[src/rtl/seq_scan_ctrl.sv]
// Word-to-bit-serial scan controller driving a programmable Moore pattern matcher.
// Build option SEQ_SCAN_CARRY_EN keeps matcher history across word boundaries.
module seq_scan_ctrl #(
    parameter int WORD_W = 32,
    parameter int PAT_W  = 4,
    parameter int CNT_W  = 6
) (
    input  logic                      clk,
    input  logic                      rst,
    input  logic                      cfg_we,
    input  logic [PAT_W-1:0]          cfg_pattern,
    input  logic                      in_valid,
    output logic                      in_ready,
    input  logic [WORD_W-1:0]         in_word,
    output logic                      out_valid,
    input  logic                      out_ready,
    output logic [CNT_W-1:0]          out_count,
    output logic                      out_found,
    output logic [$clog2(WORD_W)-1:0] out_first_pos,
    output logic                      busy,
    output logic                      ser_bit,
    output logic                      match_pulse
);

    localparam int POS_W  = $clog2(WORD_W);
    localparam int SEEN_W = $clog2(PAT_W + 1);

    localparam logic [PAT_W-1:0]  PAT_RST  = PAT_W'(4'b1010);
    localparam logic [POS_W-1:0]  LAST_IDX = POS_W'(WORD_W - 1);
    localparam logic [SEEN_W-1:0] SEEN_MAX = SEEN_W'(PAT_W);
    localparam logic [CNT_W-1:0]  CNT_MAX  = '1;

    // Both handshakes: a transfer happens on a rising clk edge where valid and
    // ready are both high; valid and its payload stay stable until that edge.
    typedef enum logic [1:0] {
        IDLE   = 2'd0,
        SHIFT  = 2'd1,
        REPORT = 2'd2
    } state_t;

    state_t              state;
    logic [WORD_W-1:0]   shreg;
    logic [PAT_W-1:0]    pattern;
    logic [PAT_W-1:0]    history;
    logic [SEEN_W-1:0]   bits_seen;
    logic [POS_W-1:0]    bit_idx;

    logic [PAT_W-1:0]    history_nxt;
    logic [SEEN_W-1:0]   seen_nxt;
    logic                hit;

    // Matcher decision uses the history as it will look after this bit.
    always_comb begin
        history_nxt = '0;
        seen_nxt    = '0;
        hit         = 1'b0;
        history_nxt = (history << 1) | PAT_W'(shreg[WORD_W-1]);
        seen_nxt    = (bits_seen == SEEN_MAX) ? bits_seen : bits_seen + 1'b1;
        hit         = (history_nxt == pattern) && (seen_nxt >= SEEN_MAX);
    end

    always_ff @(posedge clk) begin
        if (rst) begin
            state         <= IDLE;
            shreg         <= '0;
            pattern       <= PAT_RST;
            history       <= '0;
            bits_seen     <= '0;
            bit_idx       <= '0;
            in_ready      <= 1'b1;
            out_valid     <= 1'b0;
            out_count     <= '0;
            out_found     <= 1'b0;
            out_first_pos <= '0;
            busy          <= 1'b0;
            ser_bit       <= 1'b0;
            match_pulse   <= 1'b0;
        end else begin
            match_pulse <= 1'b0;
            case (state)
                IDLE: begin
                    // A pattern write also restarts the matcher history.
                    if (cfg_we) begin
                        pattern   <= cfg_pattern;
                        history   <= '0;
                        bits_seen <= '0;
                    end
                    if (in_valid) begin
                        shreg         <= in_word;
                        out_count     <= '0;
                        out_found     <= 1'b0;
                        out_first_pos <= '0;
                        bit_idx       <= '0;
`ifdef SEQ_SCAN_CARRY_EN
`else
                        history       <= '0;
                        bits_seen     <= '0;
`endif
                        state         <= SHIFT;
                        in_ready      <= 1'b0;
                        busy          <= 1'b1;
                    end
                end

                SHIFT: begin
                    ser_bit   <= shreg[WORD_W-1];
                    shreg     <= shreg << 1;
                    history   <= history_nxt;
                    bits_seen <= seen_nxt;
                    if (hit) begin
                        match_pulse <= 1'b1;
                        if (out_count != CNT_MAX) begin
                            out_count <= out_count + 1'b1;
                        end
                        if (!out_found) begin
                            out_found     <= 1'b1;
                            out_first_pos <= bit_idx;
                        end
                    end
                    if (bit_idx == LAST_IDX) begin
                        state     <= REPORT;
                        out_valid <= 1'b1;
                    end else begin
                        bit_idx <= bit_idx + 1'b1;
                    end
                end

                REPORT: begin
                    if (out_ready) begin
                        state     <= IDLE;
                        out_valid <= 1'b0;
                        in_ready  <= 1'b1;
                        busy      <= 1'b0;
                    end
                end

                default: begin
                    state     <= IDLE;
                    out_valid <= 1'b0;
                    in_ready  <= 1'b1;
                    busy      <= 1'b0;
                end
            endcase
        end
    end

endmodule

[config.mk]
export PLATFORM = sky130hd
export DESIGN_NAME = seq_scan_ctrl
export DESIGN_NICKNAME = d
export VERILOG_FILES = /design/src/rtl/seq_scan_ctrl.sv
export SDC_FILE = /design/constraint.sdc
export NUM_CORES = 1
export LEC_CHECK = 0
export CAP_MARGIN = 5
export CELL_PAD_IN_SITES_DETAIL_PLACEMENT = 0
export CELL_PAD_IN_SITES_GLOBAL_PLACEMENT = 1
export CORE_MARGIN = 2
export CORE_UTILIZATION = 25
export CTS_CLUSTER_DIAMETER = 40
export CTS_CLUSTER_SIZE = 10
export DETAILED_ROUTE_END_ITERATION = 7
export GPL_TIMING_DRIVEN = 0
export PLACE_DENSITY = 0.57
export SLEW_MARGIN = 20
export SYNTH_ARGS = -nofsm -noshare
export SYNTH_HDL_FRONTEND = slang
export SYNTH_SLANG_ARGS = --single-unit
[constraint.sdc]
create_clock -name clk -period 6.2 [get_ports clk]
set_clock_uncertainty 0.2 [all_clocks]
set_input_delay 0.62 -clock clk [delete_from_list [all_inputs] [get_ports clk]]
set_output_delay 0.62 -clock clk [all_outputs]
set_load 0.03 [all_outputs]
==> impl_metrics.json, run 1 <==
{
  "status": "completed",
  "io_buffer_count": 56,
  "start_util_pct": 25.4,
  "clk_pin_slew_worst_paths_ps": 50,
  "crit_arrival_ps": 1530,
  "ir_drop_mv": 0.111,
  "worstHoldStart": "out_first_pos[4]",
  "cp_num_buf_inv": 1,
  "via_per_inst": 4.87,
  "timing.max_cap.violations": 0,
  "fmax_mhz": 425,
  "root_buffer": "clkbuf_16",
  "post_drt_wl_per_cell_um": 14.5,
  "layout_min_cycle_time_ps": 2350,
  "antenna_found_initial": 0,
  "reg2reg_from": "bit_idx[0]",
  "cts_tree": "yes",
  "cts_buffer_depth": 2,
  "n_antenna_cell": 0,
  "synth_cells": 370,
  "vias": 2869,
  "nets": 483,
  "crit_chain": "clkdlybuf4s50_1",
  "layout-drive-gt1-share_pct": 9.28,
  "num_rows": 40,
  "dieHeight_um": 114,
  "async_flop_share_pct": 0,
  "end_kind": "primary output",
  "hold_class": "flop to flop",
  "hold_depth": 2,
  "drc": 0,
  "cp_top_family": "buffers and inverters",
  "rrSetupSlack_ps": 3930,
  "power_density_mw_per_mm2": 272,
  "syn-mean-instance-area_um2": 8.22,
  "syn_nets": 416,
  "ys_warn_count": 0,
  "synth.most_common_cell": "nand2_1",
  "grt_max_degree": 11,
  "drtPass1Iterations": 4,
  "ys_types": 49,
  "synth_area_leaders": "dfxtp_1 (43%), nand2_1 (11%), a311oi_1 (9.2%)",
  "core_mm2": 0.0120,
  "reg2reg_depth": 7,
  "p_total_mw": 1.11,
  "wirelength_um": 8520,
  "place_congestion": 0.729,
  "clkLatencyLatePin_ps": 330,
  "hold_viol_final": 0,
  "stdcell_count": 589,
  "path_max_fanout": 8,
  "syn-cell-area_mm2": 0.00304,
  "gr-total-overflow": 0,
  "syn_to_final_growth_pct": 34.4,
  "cp.required_ps": 5380,
  "dp_cells": 573,
  "yosysSeqAreaShare_pct": 43.4,
  "ys_seq_elements": 66,
  "grt_setup_unrepaired": "no",
  "maxSlewViolCount": 0,
  "grt_pass1_vias": 2827,
  "p_leak_nw": 1.50,
  "cts_resized": 0,
  "synth_flop_cell": "dfxtp_1",
  "htreeDepth": 3,
  "die_x_um": 114,
  "crit_path_start_kind": "flop",
  "ctsHoldBuffers": 0,
  "grt_pass1_wl_um": 13800,
  "max_stage_delay_ps": 740,
  "yosys-top-cells-count": "nand2_1 (86), dfxtp_1 (66), nor2_1 (46), a311oi_1 (32), buf_2 (17)",
  "period_share_pct": 37.9,
  "ios": 58,
  "relSlewSlack_pct": 53.0,
  "synth.top_cell.area_share_pct": 43.4,
  "synth_top_area_cell": "dfxtp_1",
  "totalNegativeSetupSlack_ps": 0,
  "cp.depth": 1,
  "synth_edf_count": 0,
  "setup_viol": 0,
  "drtIter0Drc": 130,
  "dpl.hpwl_um": 6070,
  "cts_sinks": 66,
  "drt.antenna.violating_nets": 0,
  "dieArea_mm2": 0.0131,
  "worstSetupPathType": "flop to primary output",
  "crit_start": "out_count[2]",
  "cts_buffers": 9,
  "post_cts_buffers": 0,
  "cp_slowest_cell": "clkdlybuf4s50_1",
  "dpl-instance-area_mm2": 0.00379,
  "tightest_slew_ps": 699,
  "finish.instance_area_mm2": 0.00409,
  "track_usage_pct": 13.5
}
-- placed cells by master, fill, tap and decap left out, types with 10 or more instances in the layout --
master,count
a21oi_1,12
a311oi_1,32
buf_2,17
clkbuf_1,10
clkdlybuf4s50_1,56
dfxtp_1,66
nand2_1,86
nand3_1,11
nor2_1,46
-- stage by stage --
step | hold slack, ps | utilization [%] | setup slack, ps
after global routing | 285 | 34.2 | 3780
after detailed placement | 249 | 31.7 | 3630
after global placement | 249 | 31.7 | 3650
final | 255 | 34.2 | 3850
after CTS | 260 | 34.2 | 3820
after floorplan | 249 | - | 4150
-- flip-flops by register name (all words and copies together) (netlist names) --
name,cells
out_count,6
match_pulse,1
out_first_pos,5
shreg,32
out_valid,1
out_found,1
bits_seen,3
history,3
bit_idx,5
in_ready,1
ser_bit,1
state,2
pattern,4
busy,1
-- routing by layer --
layer	share of wire [%]	track usage, %	wire length (µm)
met5	0	0	0
met4	1.9	6.67	158
met3	4.7	2.54	401
met2	44	20.6	3730
met1	50	18.2	4230
-- logic make-up (layout without fill, tap and decap cells) --
logic type | after synthesis | after routing | synth area share (%)
AND/OR/NAND/NOR | 170 | 170 | 24.6
AO/OA/AOI/OAI | 79 | 79 | 19.9
flip-flops | 66 | 66 | 43.4
buffers and inverters | 35 | 107 | 5.26
multiplexers | 9 | 9 | 2.96
XOR/XNOR | 6 | 6 | 1.73
adder cells (fa/ha/maj) | 5 | 5 | 2.06
-- layout make-up --
cell class / count / area (µm²)
inverters: 5 / 18.8
multi-input cells: 269 / 1560
plain buffers: 30 / 141
well taps: 147 / 184
repair buffers: 56 / 561
flip-flops and latches: 66 / 1320
clock inverters: 1 / 5.00
fillers: 1279 / 7870
clock buffers: 15 / 298
-- power by group --
part	internal [mW]	leakage [nW]	switching, mW
Clock	0.325	0.152	0.178
Combinational	0.0635	0.809	0.0792
Sequential	0.450	0.542	0.0146
-- final timing paths --
kind | end
setup / recovery | out_count[2]
hold / removal | out_first_pos[4]
setup reg to reg | bit_idx[3]
hold reg to reg | out_first_pos[4]
Note: power is estimated with default switching activity, not from simulation.
==> run 2, diff against run 1 <==
==> constraint.sdc (replaced) <==
create_clock -name clk -period 2.2 [get_ports clk]
set_clock_uncertainty 0.2 [all_clocks]
set_input_delay 0.22 -clock clk [delete_from_list [all_inputs] [get_ports clk]]
set_output_delay 0.22 -clock clk [all_outputs]
set_load 0.03 [all_outputs]
==> run 2 against run 1 <==
Sequential power increased to 2.8 times the previous value. Via count up 0.21%. First-iteration DRC count fell by 2.3%. Combinational power increased to 2.8 times the previous value. Design area increased by 0.46%. Critical path type is now flop to flop.
==> impl_metrics.json, run 2 (synthesis gave the netlist of run 1 again) <==
{
  "cts_sinks": 66,
  "post_drt_wl_per_cell_um": 14.5,
  "p_total_mw": 3.14,
  "antenna_found_initial": 0,
  "fmax_mhz": 476,
  "tightest_slew_ps": 699,
  "track_usage_pct": 13.5,
  "vias": 2875,
  "status": "completed",
  "dieHeight_um": 114,
  "clkLatencyLatePin_ps": 330,
  "n_antenna_cell": 0,
  "crit_start": "bit_idx[0]",
  "ios": 58,
  "stdcell_count": 591,
  "top_register": "shreg",
  "fillers": 1275,
  "grt_pass1_vias": 2835,
  "syn_to_final_growth_pct": 35.0,
  "via_per_inst": 4.86,
  "root_buffer": "clkbuf_16",
  "gr-total-overflow": 0,
  "io_buffer_count": 56,
  "wirelength_um": 8560,
  "met2WireLength_um": 3770,
  "cts_buffer_depth": 2,
  "crit_arrival_ps": 2140,
  "p_leak_nw": 1.51,
  "start_util_pct": 25.4,
  "r2r_end": "bit_idx[3]",
  "dr.max_layer_used": "met4",
  "num_rows": 40,
  "dieArea_mm2": 0.0131,
  "fin_util_pct": 34.3,
  "cp.required_ps": 2240,
  "pwr-share-comb_pct": 13.0,
  "rrSetupSlack_ps": 100,
  "layout_commonest_cell": "nand2_1",
  "layout_min_cycle_time_ps": 2100,
  "hold_class": "input pin to flop",
  "end_kind": "flop",
  "seqPwrFrac_pct": 41.8,
  "largest_reg_flops": 32,
  "drt.antenna.violating_nets": 0,
  "die_x_um": 114,
  "power_density_mw_per_mm2": 764,
  "multiInputGateArea_mm2": 0.00156,
  "period_share_pct": 95.5,
  "timing.max_cap.violations": 0,
  "reg2reg_depth": 7,
  "grt_pass1_wl_um": 13800,
  "p_clk_share_pct": 45.3,
  "ir_drop_mv": 0.313,
  "wl_met3_um": 311,
  "drc": 0,
  "hold_viol_final": 0,
  "regArea_mm2": 0.00132,
  "setup_viol": 0,
  "reg2reg_from": "bit_idx[0]",
  "cell_internal_pwr_mw": 2.37,
  "path_max_fanout": 6,
  "cp-endpoint": "bit_idx[3]",
  "sw_frac_of_total_pct": 24.5,
  "nets": 485,
  "layout-drive-gt1-share_pct": 10.1,
  "drtIter0Drc": 127,
  "wl_met1_um": 4320,
  "clk_pin_slew_worst_paths_ps": 60,
  "largest_registers": "shreg: 32 flops, out_count: 6 flops",
  "grt_setup_unrepaired": "no",
  "drtPass1Iterations": 4,
  "maxSlewViolCount": 0,
  "hold_slack_ps": 166,
  "p_sw_mw": 0.769,
  "grt_max_degree": 11,
  "worstSetupPathType": "flop to flop",
  "cts_tree": "yes",
  "crit_path_start_kind": "flop",
  "cts_buffers": 9,
  "dp_cells": 573,
  "place_congestion": 0.729,
  "relSlewSlack_pct": 53.0,
  "final_cell_mix": "nand2_1 (86), dfxtp_1 (65), clkdlybuf4s50_1 (56)",
  "core_mm2": 0.0120,
  "totalNegativeSetupSlack_ps": 0,
  "ctsHoldBuffers": 0,
  "htreeDepth": 3,
  "dpl.hpwl_um": 6070
}
[run 2: power groups by stage]
stage | Sequential [mW] | Clock, mW | Combinational [mW]
detailed placement | 1.34 | 0 | 0.407
global placement | 1.33 | 0 | 0.404
floorplan | 1.33 | 0 | 0.241
finish | 1.31 | 1.42 | 0.406
CTS | 1.31 | 1.45 | 0.411
global route | 1.32 | 1.51 | 0.455
[run 2: routing by layer]
metal | GRT usage (%) | vias up
met3 | 2.54 | 12
met1 | 18.2 | 1356
li1 | - | 1456
met4 | 6.67 | 0
met2 | 20.7 | 51
met5 | 0 | -
[run 2: repair_timing]
item	4_1_cts	5_1_grt
gates resized for setup	0	2
buffers inserted	1	1
hold endpoints to repair	0	0
setup endpoints to repair	1	1
pin swaps	1	1
[run 2: area by class of cell]
cell class | count | area share (%)
buffer | 30 | 3.44
tap | 147 | 4.48
clock inverter | 1 | 0.122
inverter | 5 | 0.457
multi-input combinational | 269 | 38.0
clock buffer | 15 | 7.25
timing repair buffer | 58 | 14.0
sequential | 66 | 32.2
[run 2: metrics by stage]
stage	worst slack, ps	cell area, µm²
6_report	98.7	4110
5_1_grt	22.8	4110
4_1_cts	10.5	4100
2_1_floorplan	149	3040
3_5_place_dp	-47.9	3790
3_3_place_gp	-28.2	3790
[run 2: worst min-delay path by stage]
stage	start	endpoint	slack (ps)	cells past startpoint
2_1_floorplan	cfg_pattern[1]	pattern[1]	150	2
5_1_grt	rst	out_count[4]	190	4
6_report	rst	out_count[4]	170	4
3_3_place_gp	out_first_pos[0]	out_first_pos[0]	250	2
4_1_cts	rst	out_count[4]	160	4
3_5_place_dp	out_first_pos[4]	out_first_pos[4]	250	2
[run 2: worst max-delay path: stages, from the launching register on]
cell and delay [ps]:
dfxtp_2 340, ha_1 200, and3_1 190, ha_2 200, nor3b_4 200, nor2_2 100, or3_1 350, a211oi_1 220
==> run 3, diff against run 2 <==
--- a/config.mk
+++ b/config.mk
@@ -15,6 +15,7 @@
 export DETAILED_ROUTE_END_ITERATION = 7
 export GPL_TIMING_DRIVEN = 0
 export PLACE_DENSITY = 0.57
+export SKIP_CTS_REPAIR_TIMING = 1
 export SLEW_MARGIN = 20
 export SYNTH_ARGS = -nofsm -noshare
 export SYNTH_HDL_FRONTEND = slang
==> run 3 against run 2 <==
Hold slack lost 1.8 ps. Largest power group unchanged. Design area is 0.18% lower. Highest routed layer unchanged. Wire length shrank 0.53%.
==> impl_metrics.json, run 3 (synthesis gave the netlist of run 1 again) <==
{
  "timing.max_cap.violations": 0,
  "cp_slowest_cell": "or3_1",
  "status": "completed",
  "vias": 2875,
  "cell_internal_pwr_mw": 2.37,
  "grt_setup_unrepaired": "no",
  "cp.required_ps": 2240,
  "dpl-instance-area_mm2": 0.00379,
  "die_x_um": 114,
  "drtPass1Iterations": 4,
  "io_buffer_count": 56,
  "largest_reg_flops": 32,
  "drtIter0Drc": 130,
  "hold_viol_final": 0,
  "drc": 0,
  "end_kind": "flop",
  "grt_pass1_wl_um": 13800,
  "crit_arrival_ps": 2150,
  "antenna_found_initial": 0,
  "fmax_mhz": 473,
  "clk_pin_slew_worst_paths_ps": 60,
  "dp_cells": 573,
  "drt.antenna.violating_nets": 0,
  "crit_chain": "ha_1 > and3_1 > ha_2 > nor3b_4 > nor2_2 > or3_1 > a211oi_1",
  "finish.instance_area_mm2": 0.00410,
  "seqPwrFrac_pct": 41.9,
  "start_util_pct": 25.4,
  "clkLatencyLatePin_ps": 330,
  "post-place-ws_ps": -47.9,
  "layout_commonest_cell": "nand2_1",
  "tightest_slew_ps": 703,
  "wirelength_um": 8510,
  "core_mm2": 0.0120,
  "period_share_pct": 96.0,
  "crit_path_start_kind": "flop",
  "cts_tree": "yes",
  "dieHeight_um": 114,
  "pwr-share-comb_pct": 12.9,
  "post_drt_wl_per_cell_um": 14.4,
  "num_rows": 40,
  "power_density_mw_per_mm2": 764,
  "track_usage_pct": 13.5,
  "via_per_inst": 4.87,
  "grt_max_degree": 11,
  "sw_frac_of_total_pct": 24.5,
  "cts_buffer_depth": 2,
  "place_congestion": 0.729,
  "p_clk_share_pct": 45.3,
  "final_cell_mix": "nand2_1 (86), dfxtp_1 (65), clkdlybuf4s50_1 (56)",
  "worstSetupPathType": "flop to flop",
  "syn_to_final_growth_pct": 34.8,
  "htreeDepth": 3,
  "stdcell_count": 590,
  "grt_pass1_vias": 2827,
  "totalNegativeSetupSlack_ps": 0,
  "relSlewSlack_pct": 52.8,
  "fin_util_pct": 34.3,
  "setup_ws_ps": 87.4,
  "root_buffer": "clkbuf_16",
  "hold_class": "input pin to flop",
  "ios": 58,
  "layout_min_cycle_time_ps": 2110,
  "top_register": "shreg",
  "p_total_mw": 3.13,
  "layout-drive-gt1-share_pct": 9.93,
  "p_leak_nw": 1.51,
  "cts_buffers": 9,
  "max_stage_delay_ps": 350,
  "largest_registers": "shreg: 32 flops, out_count: 6 flops",
  "ir_drop_mv": 0.313,
  "path_max_fanout": 6,
  "setup_viol": 0,
  "dieArea_mm2": 0.0131,
  "n_antenna_cell": 0,
  "nets": 484,
  "gr-total-overflow": 0,
  "p_sw_mw": 0.766,
  "maxSlewViolCount": 0,
  "hold_slack_ps": 165,
  "dpl.hpwl_um": 6070,
  "cts_sinks": 66
}
run 3: power by group through the flow:
stage | clock (mW) | sequential (mW) | combinational [mW]
final | 1.42 | 1.31 | 0.403
after global routing | 1.51 | 1.32 | 0.452
after CTS | 1.45 | 1.31 | 0.409
after detailed placement | 0 | 1.34 | 0.407
after global placement | 0 | 1.33 | 0.404
after floorplan | 0 | 1.33 | 0.241
run 3: layer usage:
layer  vias to the layer above  track usage (%)  share of wire, %
met5                         -                0                 0
met4                         0             6.67               1.8
met3                        12             2.54               4.4
met2                        57             20.6                44
met1                      1353             18.2                50
li1                       1453                -                 -
run 3: path summary, 6_finish.rpt:
kind	startpoint	end	slack (ps)	cells after the start
setup / recovery	bit_idx[0]	bit_idx[3]	90	7
hold / removal	rst	out_count[4]	160	4
setup reg to reg	bit_idx[0]	bit_idx[3]	90	7
hold reg to reg	out_first_pos[4]	out_first_pos[4]	250	2
run 3: area by class of cell:
cell class / instances / area, µm²
Inverter: 5 / 18.8
Multi-Input combinational cell: 269 / 1560
Tap cell: 147 / 184
Fill cell: 1278 / 7860
Buffer: 30 / 141
Clock buffer: 15 / 298
Timing Repair Buffer: 57 / 568
Clock inverter: 1 / 5.00
Sequential cell: 66 / 1320
run 3: critical path, delay by kind of cell, from the launching register on:
kind,cells,cell delay (ps)
compound gates,1,220
fa+ha+maj,2,400
flops,1,340
simple gates,4,860
